===== src/rtl/pipe_ctrl_if.sv =====
// Pipeline control bundle: per-stage stall requests and MEM-stage redirects in,
// merged stall vector, flush/redirect and stall accounting out.
interface pipe_ctrl_if;
   logic        stallreq_if;
   logic        stallreq_id;
   logic        stallreq_ex;
   logic        stallreq_mem;
   logic        except_req;
   logic [31:0] except_vec;
   logic        eret_req;
   logic [31:0] epc;
   logic [5:0]  stall;
   logic        flush;
   logic [31:0] new_pc;
   logic [31:0] stall_cycles;
   logic        stall_timeout;

   modport master (
      output stallreq_if, stallreq_id, stallreq_ex, stallreq_mem,
      output except_req, except_vec, eret_req, epc,
      input  stall, flush, new_pc, stall_cycles, stall_timeout
   );

   modport slave (
      input  stallreq_if, stallreq_id, stallreq_ex, stallreq_mem,
      input  except_req, except_vec, eret_req, epc,
      output stall, flush, new_pc, stall_cycles, stall_timeout
   );
endinterface


===== src/rtl/pipe_ctrl.sv =====
// pipe_ctrl: stall merge (0-cycle), redirect flush/settle FSM (flush 1 cycle after request), stall accounting.
// No backpressure: redirects arriving in FLUSH/SETTLE are dropped; PIPE_CTRL_WDOG_EN adds the stall watchdog.
module pipe_ctrl #(
   parameter int SETTLE_CYCLES = 2,
   parameter int STALL_LIMIT   = 1024
) (
   input  logic        clk,
   input  logic        rst,
   pipe_ctrl_if.slave  pif
);

   if (SETTLE_CYCLES < 1 || SETTLE_CYCLES > 15 || STALL_LIMIT < 2 || STALL_LIMIT > 65535) begin : g_bad_param
      $error("pipe_ctrl: parameter out of range");
   end

   typedef enum logic [1:0] {RUN = 2'd0, FLUSH = 2'd1, SETTLE = 2'd2} state_t;

   state_t      state;
   state_t      state_nxt;
   logic [3:0]  settle_cnt;
   logic        flush_r;
   logic [31:0] new_pc_r;
   logic [31:0] stall_cycles_r;
   logic [5:0]  stall_c;
   logic        redirect;

   assign redirect = (state == RUN) && (pif.except_req || pif.eret_req);

   always_ff @(posedge clk or negedge rst) begin
      if (!rst) begin
         state      <= RUN;
         settle_cnt <= '0;
         flush_r    <= 1'b0;
         new_pc_r   <= '0;
      end else begin
         state   <= state_nxt;
         flush_r <= (state_nxt == FLUSH);
         if (redirect)
            new_pc_r <= pif.except_req ? pif.except_vec : pif.epc;
         if (state == FLUSH)
            settle_cnt <= 4'(SETTLE_CYCLES - 1);
         else if (state == SETTLE && settle_cnt != 4'd0)
            settle_cnt <= settle_cnt - 4'd1;
      end
   end

   always_comb begin
      state_nxt = state;
      case (state)
         RUN:     if (pif.except_req || pif.eret_req) state_nxt = FLUSH;
         FLUSH:   state_nxt = SETTLE;
         SETTLE:  if (settle_cnt == 4'd0) state_nxt = RUN;
         default: state_nxt = RUN;
      endcase
   end

   // Highest requesting stage freezes itself and everything upstream; WB never holds.
   always_comb begin
      stall_c = 6'b000000;
      if (rst && state != FLUSH) begin
         if (pif.stallreq_mem)      stall_c = 6'b011111;
         else if (pif.stallreq_ex)  stall_c = 6'b001111;
         else if (pif.stallreq_id)  stall_c = 6'b000111;
         else if (pif.stallreq_if)  stall_c = 6'b000011;
      end
   end

   always_ff @(posedge clk or negedge rst) begin
      if (!rst)
         stall_cycles_r <= '0;
      else if (stall_c != 6'b000000 && stall_cycles_r != 32'hFFFF_FFFF)
         stall_cycles_r <= stall_cycles_r + 32'd1;
   end

   assign pif.stall        = stall_c;
   assign pif.flush        = flush_r;
   assign pif.new_pc       = new_pc_r;
   assign pif.stall_cycles = stall_cycles_r;

`ifdef PIPE_CTRL_WDOG_EN
   logic [15:0] wdog_cnt;
   logic        timeout_r;

   // Counter saturates at the limit; the flag is raised on the edge that reaches it.
   always_ff @(posedge clk or negedge rst) begin
      if (!rst) begin
         wdog_cnt  <= '0;
         timeout_r <= 1'b0;
      end else if (stall_c != 6'b000000) begin
         if (wdog_cnt != 16'(STALL_LIMIT))
            wdog_cnt <= wdog_cnt + 16'd1;
         if (wdog_cnt == 16'(STALL_LIMIT - 1))
            timeout_r <= 1'b1;
      end else begin
         wdog_cnt <= '0;
      end
   end

   assign pif.stall_timeout = timeout_r;
`else
   assign pif.stall_timeout = 1'b0;
`endif

endmodule


===== src/flat_wrapper.sv =====
// flat-port wrapper written by rule: the top's interface ports become plain ports
module pipe_ctrl_flat 
#(
   parameter int SETTLE_CYCLES = 2,
   parameter int STALL_LIMIT   = 1024
)
  (clk, rst, pif_stallreq_if, pif_stallreq_id, pif_stallreq_ex, pif_stallreq_mem, pif_except_req, pif_except_vec, pif_eret_req, pif_epc, pif_stall, pif_flush, pif_new_pc, pif_stall_cycles, pif_stall_timeout);
  pipe_ctrl_if pif_i ();
  input  logic clk;
  input  logic rst;
  input wire logic [$bits(pif_i.stallreq_if)-1:0] pif_stallreq_if;
  input wire logic [$bits(pif_i.stallreq_id)-1:0] pif_stallreq_id;
  input wire logic [$bits(pif_i.stallreq_ex)-1:0] pif_stallreq_ex;
  input wire logic [$bits(pif_i.stallreq_mem)-1:0] pif_stallreq_mem;
  input wire logic [$bits(pif_i.except_req)-1:0] pif_except_req;
  input wire logic [$bits(pif_i.except_vec)-1:0] pif_except_vec;
  input wire logic [$bits(pif_i.eret_req)-1:0] pif_eret_req;
  input wire logic [$bits(pif_i.epc)-1:0] pif_epc;
  output wire logic [$bits(pif_i.stall)-1:0] pif_stall;
  output wire logic [$bits(pif_i.flush)-1:0] pif_flush;
  output wire logic [$bits(pif_i.new_pc)-1:0] pif_new_pc;
  output wire logic [$bits(pif_i.stall_cycles)-1:0] pif_stall_cycles;
  output wire logic [$bits(pif_i.stall_timeout)-1:0] pif_stall_timeout;
  assign pif_i.stallreq_if = pif_stallreq_if;
  assign pif_i.stallreq_id = pif_stallreq_id;
  assign pif_i.stallreq_ex = pif_stallreq_ex;
  assign pif_i.stallreq_mem = pif_stallreq_mem;
  assign pif_i.except_req = pif_except_req;
  assign pif_i.except_vec = pif_except_vec;
  assign pif_i.eret_req = pif_eret_req;
  assign pif_i.epc = pif_epc;
  assign pif_stall = pif_i.stall;
  assign pif_flush = pif_i.flush;
  assign pif_new_pc = pif_i.new_pc;
  assign pif_stall_cycles = pif_i.stall_cycles;
  assign pif_stall_timeout = pif_i.stall_timeout;
  pipe_ctrl #(.SETTLE_CYCLES(SETTLE_CYCLES), .STALL_LIMIT(STALL_LIMIT)) u_core (.clk(clk), .rst(rst), .pif(pif_i));
endmodule

===== config.mk =====
export PLATFORM = sky130hd
export DESIGN_NAME = pipe_ctrl_flat
export DESIGN_NICKNAME = d
export VERILOG_FILES = /design/src/rtl/pipe_ctrl_if.sv /design/src/rtl/pipe_ctrl.sv /design/src/flat_wrapper.sv
export SDC_FILE = /design/constraint.sdc
export NUM_CORES = 1
export LEC_CHECK = 0
export ABC_AREA = 1
export CORE_MARGIN = 2
export CORE_UTILIZATION = 50
export CTS_BUF_LIST = sky130_fd_sc_hd__clkbuf_4 sky130_fd_sc_hd__clkbuf_8
export DETAILED_ROUTE_END_ITERATION = 16
export GPL_TIMING_DRIVEN = 0
export MAX_ROUTING_LAYER = met4
export PLACE_DENSITY = 0.88
export SETUP_SLACK_MARGIN = 0.3
export SLEW_MARGIN = 10
export SYNTH_ARGS = -nofsm -noshare
export SYNTH_HDL_FRONTEND = slang
export SYNTH_SLANG_ARGS = --single-unit

===== constraint.sdc =====
create_clock -name clk -period 3.61 [get_ports clk]
set_input_delay 0.5415 -clock clk [delete_from_list [all_inputs] [get_ports clk]]
set_output_delay 0.5415 -clock clk [all_outputs]
set_load 0.02 [all_outputs]

==> results of run 1 <==
power by group through the flow:
| stage | logic (W) | clock network [W] | registers, W |
|---|---|---|---|
| after detailed placement | 0.00156 | 0 | 0.00120 |
| after floorplan | 0.000573 | 0 | 0.00143 |
| after CTS | 0.00157 | 0.000659 | 0.00119 |
| final | 0.00156 | 0.000649 | 0.00119 |
| after global routing | 0.00168 | 0.000697 | 0.00121 |
| after global placement | 0.00150 | 0 | 0.00118 |
cells in the final DEF (no fill, tap or decap), types with 4 or more instances in the layout:
master / instances
xnor2_1: 4
clkbuf_8: 10
mux2i_1: 32
nand2_1: 203
nor2_1: 93
clkdlybuf4s50_1: 139
inv_1: 37
buf_4: 4
nand3_1: 20
a21oi_1: 35
dfrtp_1: 71
buf_2: 13
xor2_1: 9
critical path, stage by stage:
cell and delay (ns):
buf_4 0.29, buf_16 0.29, inv_1 0.06, nor2_1 0.13
nand2_1 0.15, inv_1 0.21, buf_4 0.14, clkdlybuf4s50_1 0.59
sequential cells by signal, summed over array words and instances, names as in the netlist:
register	flops
u_core.settle_cnt	4
u_core.pif.stall_cycles	32
u_core.pif.flush	1
u_core.pif.new_pc	32
u_core.state	2
worst max path at each step:
stage                        end  depth (start not counted)  from
floorplan           pif_stall[1]                          5   rst
global placement    pif_stall[1]                          7   rst
finish              pif_stall[1]                          8   rst
global route        pif_stall[1]                          8   rst
CTS                 pif_stall[1]                          8   rst
detailed placement  pif_stall[1]                          8   rst
metrics by stage:
step | setup WS, ns | power [W] | hold WS (ns) | area, µm² | util
4_1_cts | 0.589 | 0.00341 | 0.0825 | 5800 | 0.746
3_5_place_dp | 0.603 | 0.00276 | 0.452 | 5590 | 0.720
6_report | 0.636 | 0.00340 | 0.0839 | 5800 | 0.746
5_1_grt | 0.460 | 0.00359 | 0.0952 | 5800 | 0.746
3_3_place_gp | -1.62 | 0.00268 | 0.450 | 5570 | 0.717
2_1_floorplan | 1.86 | 0.00201 | 0.246 | 4040 | -
cell type report:
type                    instances  area (µm²)
well taps                     102         128
inverters                      37         139
clock inverters                 5        57.6
flip-flops and latches         71        1780
clock buffers                  11         145
fillers                       598        1970
multi-input cells             417        2000
plain buffers                  20         125
repair buffers                141        1430
kinds of logic after synthesis:
group	count (synthesis)	synth area share
buf+inv	57	0.0654
compound gates	39	0.0487
flops	71	0.440
fa+ha+maj	3	0.00930
other cells	1	0.000929
mux	32	0.0794
xor+xnor	13	0.0282
simple gates	328	0.328
routing by layer:
layer,part of all wire,vias up,GRT usage
met1,0.41,1960,0.354
li1,-,2008,-
met4,0.026,0,0.112
met3,0.049,31,0.0570
met5,0,-,-
met2,0.52,145,0.493
==> out/qor.yml, run 1 <==
final_layout:
  final_cell_count_no_fill: 804
  layout-area-overhead-vs-synth_pct: 43.6
  drive_gt1_frac: 0.0598
  layout.nets: 772
  antenna_cells: 0
critical_path:
  r2r_end: "u_core.pif.stall_cycles[30]"
  rr_worst_depth: 10
  criticalPathCategory: "input port to output pin"
  arrival_ns: 2.43
  endpoint_kind: "output pin"
  r2r-start: "u_core.pif.stall_cycles[0]"
  reg2reg_slack_ns: 1.71
  crit_fanout: 49
  start_kind: "input port"
  critPathRequiredTime_ns: 3.07
floorplanning:
  pin_count: 144
  fp.coreArea_mm2: 0.00777
  start_util: 0.520
  chipHeight_um: 93.9
  num_rows: 32
  dieArea_mm2: 0.00881
  die_w_um: 93.9
routing:
  via_per_inst: 5.15
  drtIter0Drc: 292
  detail_route.wl_per_cell_um: 14.8
  finalWirelength_mm: 11.9
  drc_errors: 0
  drt_first_pass_iters: 5
  vias: 4144
  ant_nets: 0
power:
  p_switching_w: 0.00134
  p_sw_frac: 0.394
  ir_worst_vdd_uv: 423
  p_comb_frac: 0.459
  p_per_area_mw_per_mm2: 586
  p_leak_nw: 2.69
  clkPwrFrac: 0.191
  intPower_w: 0.00206
  p_seq_frac: 0.350
global_routing:
  grt_pass1_wl_mm: 19.5
  antenna_found_initial: 0
  grt_pass1_vias: 4133
  grt_max_degree: 50
  grt-ovfl-total: 0
  grtUsageTotal: 0.295
synthesis:
  synth.most_common_cell: "nand2_1"
  synth_ff_type: "dfrtp_1"
  synth_edf_count: 0
  synth_area_leaders: "dfrtp_1 44%, nand2_1 19%, nor2_1 8.6%"
  syn_avg_cell_area_um2: 7.42
  netlist_instances: 544
  yosysSeqAreaShare: 0.440
  async_reset_ff_frac: 1.00
  synthTopCellsByCount: "203 x nand2_1, 93 x nor2_1, 71 x dfrtp_1"
  synth_top_cell_by_area: "dfrtp_1"
  synth_top_area_frac: 0.440
  ys_ff_latch: 71
  ys_warn_count: 0
  syn_area_mm2: 0.00404
  ys_types: 24
hold_path:
  hold_class: "input port to asynchronous set/reset pin"
cts:
  clock_insertion_delay_worst_skew_ns: 0.35
  ctsHoldBuffers: 0
  postCtsSetupRepairBufs: 0
  cts_htree_levels: 3
  clk_pin_slew_ns: 0.08
  cts_tree: "yes"
  root_buffer: "clkbuf_8"
  cts_buffers: 9
  cts.sinks: 71
  clockBufferDepth: 2
  cts_resized: 0
sta:
  period_share: 0.824
  finalSetupViolCount: 0
  slew_viol_final: 0
  fin_crit_ns: 2.97
  rsz0062_at_grt: "false"
  max_freq_mhz: 336
  finalHoldViolations: 0
  finalSetupTns_ns: 0
  clock_skew_ns: 0.0101
placement:
  dpl.hpwl_mm: 9.38
  numPortBuffers: 140
  place_congestion: 0.995
  place_inst: 788
run:
  drv_cap: 0
status:
  status: "finished, final reports clean"
(Power assumes the default switching activity.)
==> run 2, diff against run 1 <==
--- a/config.mk
+++ b/config.mk
@@ -7,12 +7,12 @@
 export LEC_CHECK = 0
 export ABC_AREA = 1
 export CORE_MARGIN = 2
-export CORE_UTILIZATION = 50
+export CORE_UTILIZATION = 47
 export CTS_BUF_LIST = sky130_fd_sc_hd__clkbuf_4 sky130_fd_sc_hd__clkbuf_8
 export DETAILED_ROUTE_END_ITERATION = 16
 export GPL_TIMING_DRIVEN = 0
 export MAX_ROUTING_LAYER = met4
-export PLACE_DENSITY = 0.88
+export PLACE_DENSITY = 0.83
 export SETUP_SLACK_MARGIN = 0.3
 export SLEW_MARGIN = 10
 export SYNTH_ARGS = -nofsm -noshare
==> constraint.sdc (replaced) <==
create_clock -name clk -period 2.86 [get_ports clk]
set_input_delay 0.429 -clock clk [delete_from_list [all_inputs] [get_ports clk]]
set_output_delay 0.429 -clock clk [all_outputs]
set_load 0.02 [all_outputs]
==> out/qor.yml, run 2 (synthesized netlist as in run 1, its figures left out) <==
status:
  status: "finished, final reports clean"
critical_path:
  crit_fanout: 4
  r2r_end: "u_core.pif.stall_cycles[30]"
  endpoint_kind: "output pin"
  start_kind: "flip-flop"
  reg2reg_slack_ns: 0.98
  r2r-start: "u_core.pif.stall_cycles[0]"
  rr_worst_depth: 10
  critPathRequiredTime_ns: 2.43
  arrival_ns: 1.95
  criticalPathCategory: "flip-flop to output pin"
routing:
  drtIter0Drc: 208
  ant_nets: 0
  vias: 4071
  detail_route.wl_per_cell_um: 14.8
  drt_first_pass_iters: 5
  finalWirelength_mm: 12.0
  via_per_inst: 5.04
  drc_errors: 0
sta:
  timing.hold.ws_ns: 0.0252
  clock_skew_ns: 0.0120
  slew_viol_final: 0
  finalSetupViolCount: 0
  rsz0062_at_grt: "false"
  finalHoldViolations: 0
  max_freq_mhz: 421
  fin_ws_ns: 0.485
  period_share: 0.830
  fin_crit_ns: 2.37
cts:
  cts_tree: "yes"
  clock_insertion_delay_worst_skew_ns: 0.37
  postCtsSetupRepairBufs: 0
  clockBufferDepth: 2
  root_buffer: "clkbuf_8"
  cts.sinks: 71
  cts_buffers: 9
  clk_pin_slew_ns: 0.09
  cts_htree_levels: 3
floorplanning:
  pin_count: 144
  chipHeight_um: 96.7
  num_rows: 33
  dieArea_mm2: 0.00935
  fp.coreArea_mm2: 0.00826
  die_w_um: 96.7
  start_util: 0.489
placement:
  dpl.hpwl_mm: 9.47
  place_congestion: 0.964
  numPortBuffers: 140
  postPlaceCellArea_mm2: 0.00560
  dpl_worst_slack_ns: 0.289
power:
  p_switching_w: 0.00171
  p_per_area_mw_per_mm2: 737
  intPower_w: 0.00258
  p_sw_frac: 0.400
  ir_worst_vdd_uv: 482
  p_seq_frac: 0.347
  p_comb_frac: 0.457
  clkPwrFrac: 0.195
  p_leak_nw: 2.70
final_layout:
  drive_gt1_frac: 0.0640
  final_area_mm2: 0.00582
  layout_commonest_cell: "nand2_1"
  antenna_cells: 0
  layout-area-overhead-vs-synth_pct: 44.3
  layout.nets: 773
  mostFrequentLayoutCells: "202 x nand2_1, 138 x clkdlybuf4s50_1, 93 x nor2_1"
hold_path:
  hold_class: "input port to asynchronous set/reset pin"
global_routing:
  antenna_found_initial: 0
  grt_pass1_wl_mm: 19.8
  grt_max_degree: 46
  grtUsageTotal: 0.272
  grt-ovfl-total: 0
  grt_pass1_vias: 4039
run:
  drv_cap: 0
-- run 2: critical path: stages (launching register included) --
cell and delay (ns):
dfrtp_1 0.40, inv_1 0.08, nor2_1 0.07, nor2_1 0.15, nand2_2 0.13, inv_2 0.13
clkdlybuf4s50_1 0.62
-- run 2: final cells by class --
class	instances	area [µm²]
Clock inverter	7	77.6
Clock buffer	9	124
Multi-Input combinational cell	417	2000
Inverter	37	139
Buffer	20	125
Timing Repair Buffer	142	1450
Sequential cell	71	1780
Fill cell	686	2430
Tap cell	105	131
-- run 2: how the worst max path moves through the flow --
stage	end	startpoint	slack (ns)
finish	pif_stall[0]	u_core.state[0]	0.49
global placement	pif_stall[1]	rst	-2.17
global route	pif_stall[0]	u_core.state[0]	0.37
CTS	pif_stall[1]	pif_stallreq_mem	0.34
floorplan	u_core.pif.stall_cycles[28]	u_core.pif.stall_cycles[1]	1.14
detailed placement	pif_stall[1]	pif_stallreq_mem	0.29
-- run 2: layer usage --
| metal | track usage | vias up | routed length, µm |
|---|---|---|---|
| met1 | 0.325 | 1926 | 5050 |
| met5 | - | - | 0 |
| met2 | 0.455 | 106 | 6070 |
| li1 | - | 2013 | - |
| met4 | 0.116 | 0 | 340 |
| met3 | 0.0462 | 26 | 496 |
-- run 2: through the flow --
stage	utilization	power, W	TNS (ns)	instances
after floorplan	-	0.00253	0	545
after global placement	0.675	0.00338	-129.15	790
after detailed placement	0.678	0.00347	0	791
after CTS	0.705	0.00432	0	808
after global routing	0.705	0.00451	0	808
final	0.705	0.00429	0	808
-- run 2: power groups by stage --
stage	combinational (W)	sequential, W	clock (W)
after global routing	0.00210	0.00152	0.000893
after detailed placement	0.00196	0.00151	0
final	0.00196	0.00149	0.000838
after global placement	0.00189	0.00149	0
after CTS	0.00197	0.00149	0.000853
after floorplan	0.000723	0.00181	0
-- run 2: what timing repair did --
| action | CTS | global route |
|---|---|---|
| hold buffers | 1 | 0 |
| endpoints found under the hold margin | 26 | 0 |
| endpoints found under the setup margin | 1 | 1 |
| gates resized for setup | 1 | 2 |
